--- config.mk ---
export PLATFORM = sky130hd
export DESIGN_NAME = key_schedule_ctrl
export DESIGN_NICKNAME = d
export VERILOG_FILES = /design/src/rtl/aes_pkg.sv /design/src/rtl/key_expansion.sv /design/src/rtl/key_schedule_ctrl.sv
export SDC_FILE = /design/constraint.sdc
export NUM_CORES = 2
export LEC_CHECK = 0
export BUFFER_PORTS_ARGS = -buffer_cell sky130_fd_sc_hd__buf_2
export CORE_MARGIN = 2
export CORE_UTILIZATION = 50
export DETAILED_ROUTE_END_ITERATION = 10
export HOLD_SLACK_MARGIN = 0.05
export PLACE_DENSITY = 0.74
export SLEW_MARGIN = 20
export SYNTH_ARGS = -nofsm -noshare
export SYNTH_HDL_FRONTEND = slang
export SYNTH_SLANG_ARGS = --single-unit
--- constraint.sdc ---
create_clock -name clk -period 44.4 [get_ports clk]
set_input_delay 2.22 -clock clk [delete_from_list [all_inputs] [get_ports clk]]
set_output_delay 2.22 -clock clk [all_outputs]
set_load 0.02 [all_outputs]
--- src/rtl/aes_pkg.sv ---
// Shared AES-128 definitions for the key-schedule slice: sizes, index/state types, S-box.
package aes_pkg;

  localparam int unsigned KEY_W      = 128;
  localparam int unsigned NUM_ROUNDS = 10;

  typedef logic [3:0] rk_idx_t;

  typedef enum logic [1:0] {IDLE, EXPAND, READY} ks_state_e;

  function automatic logic [7:0] xtime(input logic [7:0] a);
    return {a[6:0], 1'b0} ^ (a[7] ? 8'h1b : 8'h00);
  endfunction

  function automatic logic [7:0] gf_mul(input logic [7:0] a, input logic [7:0] b);
    logic [7:0] p;
    logic [7:0] t;
    p = 8'h00;
    t = a;
    for (int i = 0; i < 8; i++) begin
      if (b[i]) p = p ^ t;
      t = xtime(t);
    end
    return p;
  endfunction

  // Multiplicative inverse as x^254 in GF(2^8), then the FIPS-197 affine map.
  function automatic logic [7:0] sbox(input logic [7:0] x);
    logic [7:0] r;
    logic [7:0] base;
    logic [7:0] e;
    r    = 8'h01;
    base = x;
    e    = 8'hfe;
    for (int i = 0; i < 8; i++) begin
      if (e[i]) r = gf_mul(r, base);
      base = gf_mul(base, base);
    end
    return r ^ {r[6:0], r[7]} ^ {r[5:0], r[7:6]} ^ {r[4:0], r[7:5]} ^ {r[3:0], r[7:4]} ^ 8'h63;
  endfunction

endpackage

--- src/rtl/key_expansion.sv ---
// Combinational single-round AES-128 key expansion: wOut = round key roundNum from wIn.
module key_expansion
  import aes_pkg::*;
(
  input  logic [0:127] wIn,
  input  logic [3:0]   roundNum,
  output logic [0:127] wOut
);

  logic [7:0]  w_rcon;
  logic [0:31] w_temp;
  logic [0:31] w_n0;
  logic [0:31] w_n1;
  logic [0:31] w_n2;
  logic [0:31] w_n3;

  always_comb begin
    w_rcon = 8'h00;
    case (roundNum)
      4'd1:    w_rcon = 8'h01;
      4'd2:    w_rcon = 8'h02;
      4'd3:    w_rcon = 8'h04;
      4'd4:    w_rcon = 8'h08;
      4'd5:    w_rcon = 8'h10;
      4'd6:    w_rcon = 8'h20;
      4'd7:    w_rcon = 8'h40;
      4'd8:    w_rcon = 8'h80;
      4'd9:    w_rcon = 8'h1b;
      4'd10:   w_rcon = 8'h36;
      default: w_rcon = 8'h00;
    endcase
  end

  // SubWord(RotWord(w3)) ^ Rcon
  assign w_temp = {sbox(wIn[104:111]), sbox(wIn[112:119]), sbox(wIn[120:127]),
                   sbox(wIn[96:103])} ^ {w_rcon, 24'h000000};

  assign w_n0 = wIn[0:31]   ^ w_temp;
  assign w_n1 = wIn[32:63]  ^ w_n0;
  assign w_n2 = wIn[64:95]  ^ w_n1;
  assign w_n3 = wIn[96:127] ^ w_n2;
  assign wOut = {w_n0, w_n1, w_n2, w_n3};

endmodule

--- src/rtl/key_schedule_ctrl.sv ---
// Sequential AES-128 key-schedule controller: expands one round per clock into an
// 11-entry round-key store and serves keys through a registered read port.
module key_schedule_ctrl #(
  parameter int unsigned NUM_ROUNDS = 10,
  parameter int unsigned KEY_W      = 128
) (
  input  logic             clk,
  input  logic             rst,
  input  logic             start,
  input  logic [0:KEY_W-1] key_in,
  output logic             busy,
  output logic             done,
  output logic             keys_valid,
  input  logic [3:0]       rd_idx,
  output logic [0:KEY_W-1] rd_key,
  output logic             rd_valid
);

  import aes_pkg::*;

  localparam rk_idx_t LastRound = rk_idx_t'(NUM_ROUNDS);

  ks_state_e        r_state;
  rk_idx_t          r_round_cnt;
  logic [0:KEY_W-1] r_cur_key;
  logic [0:KEY_W-1] r_slot [0:10];
  logic             r_busy;
  logic             r_done;
  logic             r_keys_valid;
  logic [0:KEY_W-1] r_rd_key;
  logic             r_rd_valid;

  logic [0:KEY_W-1] w_next;
  logic             w_rd_ok;

  key_expansion u_key_expansion (
    .wIn      (r_cur_key),
    .roundNum (r_round_cnt),
    .wOut     (w_next)
  );

  // A slot is readable only once written for the key currently being expanded or held.
  assign w_rd_ok = (rd_idx <= LastRound) &&
                   ((r_state == READY) || ((r_state == EXPAND) && (rd_idx < r_round_cnt)));

  always_ff @(posedge clk) begin
    if (rst) begin
      r_state      <= IDLE;
      r_round_cnt  <= '0;
      r_busy       <= 1'b0;
      r_done       <= 1'b0;
      r_keys_valid <= 1'b0;
      r_rd_key     <= '0;
      r_rd_valid   <= 1'b0;
    end else begin
      r_done <= 1'b0;

      if (w_rd_ok) begin
        r_rd_key   <= r_slot[rd_idx];
        r_rd_valid <= 1'b1;
      end else begin
        r_rd_key   <= '0;
        r_rd_valid <= 1'b0;
      end

      case (r_state)
        IDLE, READY: begin
          if (start) begin
            r_slot[0]    <= key_in;
            r_cur_key    <= key_in;
            r_round_cnt  <= rk_idx_t'(1);
            r_keys_valid <= 1'b0;
            r_busy       <= 1'b1;
            r_state      <= EXPAND;
          end
        end
        EXPAND: begin
          r_slot[r_round_cnt] <= w_next;
          r_cur_key           <= w_next;
          if (r_round_cnt == LastRound) begin
            r_state      <= READY;
            r_round_cnt  <= '0;
            r_busy       <= 1'b0;
            r_done       <= 1'b1;
            r_keys_valid <= 1'b1;
          end else begin
            r_round_cnt <= r_round_cnt + rk_idx_t'(1);
          end
        end
        default: r_state <= IDLE;
      endcase
    end
  end

  assign busy       = r_busy;
  assign done       = r_done;
  assign keys_valid = r_keys_valid;
  assign rd_key     = r_rd_key;
  assign rd_valid   = r_rd_valid;

endmodule
======== Word-level counts from Yosys, hierarchy flattened ========
Memories as Yosys holds them, arrays and structs flattened. A register that Yosys moved wholly into a read port is not among the register bits.
Cells that the tools add are included.
word-level totals
  flip-flop bits (word level) ............. 138
  memory bits (writable) .................. 1408
  bits in read-only memories .............. 128
  input bits .............................. 135
  output and inout port bits .............. 132
  word-level logic and storage cells ...... 1654
  memories kept ........................... 2
memory list
  memory            words  width  rd ports  clocked after Yosys merged registers in  write ports  RTL line                 source
  r_slot            11     128    1         1                                        1            key_schedule_ctrl.sv:26  logic [0:KEY_W-1] r_slot [0:10];
  (name not given)  16     8      1         1                                        0            key_expansion.sv:19      case (roundNum)
cells by class
  $add $sub $neg .......................... 1
  magnitude comparators ................... 2
  eq/ne operators ......................... 5
  multiplexer cells ....................... 840
  bitwise gates (word level) .............. 784
  reduce and logical (&&, ||, !) cells .... 13
operators by type and width
  cell                 count
  $xor 8x8->8          744
  $mux 8               420
  $mux 5               368
  $mux 128             2
  $pmux 128 s2         1
  $xor 32x32->32       5
  $reduce_or 128->1    1
  $mux 4               9
  $mux 7               4
  $not 1->1 const A    28
  $mux 6               4
  $mux 1               18
  $not 4->4            4
  $mux 2               6
  $mux 3               4
  $pmux 4 s2           1
  $reduce_and 3->1     2
  $reduce_or 2->1      3
  $add 4x1->4 const B  1
  $eq 4x4->1 const B   1
  $le 4x4->1 const B   1
  $lt 4x4->1           1
  $pmux 1 s2           2
  $pmux 2 s2           1
  10 further kinds     14

======== Depth between registers and ports, before layout ========
  depth in word-level cells ............... 138
  depth in mapped cells ................... 74
  gate-level depth less buffers ........... 61

======== By module ========
A second synthesis with hierarchy kept.
second synthesis, totals
  cells, all modules ...................... 11897
  area total of the unflattened synthesis .. 124889.8 µm²
modules (own cells, without submodules)
  module             instances  cells an instance  area an instance (µm²)  seq. area each (µm²)
  key_schedule_ctrl  1          4067               64794.6                 48886.9
  key_expansion      1          7830               60095.1                 0.0

======== Worst setup path before layout ========
No wires, ideal clock.
  kind .................................... register to register
  start point ............................. reg r_cur_key[104] in the netlist's numbering
  end point ............................... mem r_slot[0][31] in the netlist's numbering, data pin
  library setup time ...................... 257 ps
  data arrival time ....................... 16370 ps
  required time ........................... 44143 ps
  path slack .............................. 27773 ps
  stages on the path, launching flop included .. 72
  buffers on the path ..................... 12
  clock period less this slack ............ 16627 ps
  path through ............................ edfxtp_1 ha_1 buf_4 nand2_1 xor2_1 inv_1 clkbuf_1 clkbuf_1 ha_1 clkbuf_1 inv_1 a2111oi_0 nor2_1 a32oi_1 a211oi_1 or4_1 and3_1 or2_1 [36 not listed] or3b_1 and3_1 or3_1 buf_2 nand3_1 a2111oi_2 a32oi_1 a311oi_1 o21ai_1 and4_1 buf_2 nor3_1 xnor3_2 xor2_4 xnor3_2 o21ai_1 a221o_1 a21oi_1
between the ends
  cells in the longest elaborated chain, start to end .. 134
  elaborated cells between the ends (all ways) .. 391
  those cells by class .................... mux: 200; bitwise: 191
ends and longest elaborated chain
  what                         RTL line                 source
  from (decl)                  key_schedule_ctrl.sv:25  logic [0:KEY_W-1] r_cur_key;
  from (signal assigned)       key_schedule_ctrl.sv:70  r_cur_key <= key_in;
  from (signal assigned)       key_schedule_ctrl.sv:79  r_cur_key <= w_next;
  $mux 5                       aes_pkg.sv:12            return {a[6:0], 1'b0} ^ (a[7] ? 8'h1b : 8'h00);
  $xor 8x8->8                  aes_pkg.sv:12
  $xor 8x8->8                  aes_pkg.sv:21            if (b[i]) p = p ^ t;
  $mux 8                       aes_pkg.sv:21
  $xor 8x8->8                  aes_pkg.sv:21
  $mux 8                       aes_pkg.sv:21
  $xor 8x8->8                  aes_pkg.sv:21
  $mux 8                       aes_pkg.sv:21
  [116 not listed]             -
  $xor 8x8->8 (3 in series)    aes_pkg.sv:39            return r ^ {r[6:0], r[7]} ^ {r[5:0], r[7:6]} ^ {r[4:0], r[7:5]} ^ {r[3:0], r[7:4]} ^ 8'h63;
  $xor 8x8->8 *                aes_pkg.sv:39
  $xor 32x32->32 *             key_expansion.sv:36      sbox(wIn[96:103])} ^ {w_rcon, 24'h000000};
  $xor 32x32->32 *             key_expansion.sv:38      assign w_n0 = wIn[0:31] ^ w_temp;
  $xor 32x32->32 *             key_expansion.sv:39      assign w_n1 = wIn[32:63] ^ w_n0;
  $xor 32x32->32 *             key_expansion.sv:40      assign w_n2 = wIn[64:95] ^ w_n1;
  $xor 32x32->32 *             key_expansion.sv:41      assign w_n3 = wIn[96:127] ^ w_n2;
  $mux 128 (no source line) *  -
  to (decl)                    key_schedule_ctrl.sv:26
Mark *: on every way between the ends. The rest lies on a longest branch, timed or not.

======== Worst setup path after layout ========
  start point ............................. reg r_cur_key[112] in the netlist's numbering
  end point ............................... mem r_slot[1][48] in the netlist's numbering, data pin
between the ends
  cells in the longest elaborated chain, start to end .. 134
  elaborated cells between the ends (all ways) .. 391
  those cells by class .................... mux: 200; bitwise: 191
ends and longest elaborated chain
  what                                          RTL line
  $mux 5 / $mux 8 (equally long branches)       aes_pkg.sv:12, aes_pkg.sv:21
  $xor 8x8->8 (on tied branches)                aes_pkg.sv:12, aes_pkg.sv:21
  $xor 8x8->8 / $mux 8 (equally long branches)  aes_pkg.sv:21
  $mux 8 / $xor 8x8->8 (equally long branches)  aes_pkg.sv:21
  $xor 8x8->8 / $mux 8 (equally long branches)  aes_pkg.sv:21
  $mux 8 / $xor 8x8->8 (equally long branches)  aes_pkg.sv:21
  $xor 8x8->8 / $mux 8 (equally long branches)  aes_pkg.sv:21
  $mux 8 / $xor 8x8->8 (equally long branches)  aes_pkg.sv:21
  [116 not listed]                              -
  $xor 8x8->8 (3 in series)                     aes_pkg.sv:39
  $xor 8x8->8 *                                 aes_pkg.sv:39
  $not 4->4 (no source line) *                  -
  $xor 32x32->32 *                              key_expansion.sv:36
  $xor 32x32->32 *                              key_expansion.sv:38
  $xor 32x32->32 *                              key_expansion.sv:39
  $xor 32x32->32 *                              key_expansion.sv:40
  $mux 128 (no source line) *                   -
Marks and branches as above.

==> flow_summary_export.csv <==
group,metric,value,unit
cts,cts_root_buf,"clkbuf_16",
die,die_w,502,um
synth,ys_seq_area_frac,0.396,
timing,finalCritPeriodShare,0.468,
worst_setup_path,max_stage_delay,0.86,ns
placed_design,place_hpwl,244000,um
worst_setup_path,crit_type,"reg -> reg",
placed_design,gp_congestion,0.941,
detailed_routing,drc_errors,0,
global_route,grt.overflow.total,0,
finish,fin_nets,11429,
finish,area_delta_synth_final,8.25,%
synth,syn_area,124000,um^2
synth,synth-edff-count,1536,
timing,setup_viol,0,
timing,max_slew_margin,0.190,
synth,synth_top_area_frac,0.372,
min_path,worstHoldPathType,"reg -> reg",
detailed_routing,viasPerCell,6.19,
die,core_area,246000,um^2
status,status,"complete, no violations",
cts,htreeDepth,4,
synth,synth_ff_type,"edfxtp_1",
finish,fillers,20274,
timing,hold_viol_final,0,
finish,fin_cells,14735,
die,die_area,252000,um^2
worst_setup_path,crit_arrival,21.23,ns
cts,path_clk_slew,0.07,ns
timing,max_freq,48.1,MHz
detailed_routing,num_vias,91239,
worst_setup_path,critical_path.endpoint_type,"flop",
placed_design,io_buffers,266,
cts,clkSinkCount,1682,
finish,drive_gt1_frac,0.154,
placed_design,placedCellCount,14430,
synth,synth_cells,11285,
worst_setup_path,crit_fanout,23,
worst_setup_path,worstPathRequired,44.84,ns
timing,fin_crit,20.79,ns
die,rows,182,
die,dieHeight,502,um
synth,syn_nets,11448,
cts,cts_buffer_depth,3,
timing,finClkSkew,0.0677,ns
timing,drv_slew,0,
synth,yosys.area.top_type,"edfxtp_1",
cts,cts_tree,"yes",
worst_setup_path,cp_top_family,"XOR/XNOR gates",
finish,fin_util,0.545,
cts,cts_buffers,146,
synth,synth-seq-cells,1682,
die,io_pins,267,
die,initial_utilization,0.503,
global_route,antenna_found_initial,67,
synth,ys_async_sr_fraction,0,
worst_setup_path,worst-path-buf-inv,3,
cts,clkLatencyLatePin,0.82,ns
worst_setup_path,crit_path_frequent_cell,"xnor2_1",
synth,synthDistinctLibCells,121,
detailed_routing,drt_iter0_drc,10860,
timing,worstMarginPinSlew,1.20,ns
cts,cts_resized,0,
timing,rsz0062_at_grt,"no",
detailed_routing,totalWireLength,367000,um
synth,synth.area.top_cells,"edfxtp_1, xnor2_1, mux4_2, xnor3_1, xor2_1",
timing,fin_tns_setup,0,ns
detailed_routing,wl_per_cell,24.9,um
global_route,track_usage,0.283,
cts,holdBufCountCts,0,
flow_run,cap_violations,0,
global_route,grt_max_degree,118,
global_route,grt_pass1_vias,88275,
detailed_routing,drtPass1Iterations,8,
synth,synth_area_per_cell,11.0,um^2
synth,ys_warn_count,0,
cts,postCtsSetupBuffers,0,
worst_setup_path,cpMaxStageDelayCell,"xnor2_1",
global_route,grt_pass1_wl,549000,um
worst_setup_path,cp-start-kind,"flop",
detailed_routing,ant_nets,0,
==> sequential cells by signal (all words and copies together), names as in the netlist <==
signal	flops
r_slot	1408
r_cur_key	128
rd_key	128
u_key_expansion.w_rcon	8
r_round_cnt	4
r_state	2
busy	1
done	1
keys_valid	1
rd_valid	1
==> cell usage in the layout, fill, tap and decap left out, types with 315 or more instances in the layout <==
master       n
xnor3_1    315
buf_4      320
edfxtp_1  1536
o21ai_0    485
xor2_1     525
mux4_2     390
a21oi_1    441
xnor2_1   1600
nand2_1   1220
nor2_1    1049
==> through the flow <==
step	area (um^2)	setup slack, ns	hold slack (ns)
3_5_place_dp	129000	23.80	0.517
3_3_place_gp	129000	24.06	0.496
6_report	134000	23.61	0.534
2_1_floorplan	124000	27.77	0.527
5_1_grt	134000	22.27	0.567
4_1_cts	134000	23.59	0.532
==> final timing paths <==
| path | startpoint | endpoint | slack [ns] | cells past startpoint |
|---|---|---|---|---|
| worst min register to register | busy | busy | 0.53 | 2 |
| worst max register to register | r_cur_key[112] | r_slot[1][48] | 23.61 | 53 |
| worst max-delay path | r_cur_key[112] | r_slot[1][48] | 23.61 | 53 |
| worst min-delay path | busy | busy | 0.53 | 2 |
==> layer usage <==
metal / vias to the layer above / global-route usage / part of all wire
li1: 40579 / - / -
met1: 45096 / 0.364 / 0.38
met2: 4763 / 0.470 / 0.48
met3: 785 / 0.0358 / 0.085
met4: 16 / 0.140 / 0.054
met5: - / 0.00424 / 0.00031
==> Yosys cell counts, types with 205 or more instances <==
cell type and number:
a21oi_1 441, clkbuf_1 462, edfxtp_1 1536, mux2i_1 205, mux4_2 390, nand2_1 1220
nor2_1 1054, nor3_1 207, o21ai_0 529, xnor2_1 1643, xnor3_1 318, xor2_1 536
==> cell families (layout without fill, tap and decap cells) <==
group,Yosys count,after routing,share of synthesized area
adders and majority gates,30,30,0.00299
DFF,1682,1682,0.396
AOI/OAI and AO/OA,1922,1922,0.0991
and+or+nand+nor,3248,3248,0.115
xor gates and xnor gates,2748,2748,0.253
muxes,779,779,0.104
other,0,36,0
buffers and inverters,876,978,0.0303
==> cell type report <==
class	count	area (um^2)	share of cell area
antenna	36	90.1	0.000671
timing repair buffer	590	3850	0.0287
clock buffer	197	4020	0.0299
tap	3312	4140	0.0309
inverter	119	447	0.00333
clock inverter	72	896	0.00668
multi-input combinational	8727	71700	0.534
sequential	1682	49000	0.366
==> worst register-to-register path: cells and delay by family, from the launching register on <==
| kind | cells | cell delay [ns] |
|---|---|---|
| XOR/XNOR | 37 | 15.45 |
| AO/OA/AOI/OAI | 4 | 1.34 |
| adder cells (fa/ha/maj) | 2 | 1.10 |
| flip-flops | 1 | 0.84 |
| AND/OR/NAND/NOR | 5 | 0.67 |
| buffers and inverters | 3 | 0.61 |
| multiplexers | 2 | 0.43 |
Power is left out: the tool's default activity adds up to more than one toggle a clock period on the data nets, which glitch-free logic cannot reach.
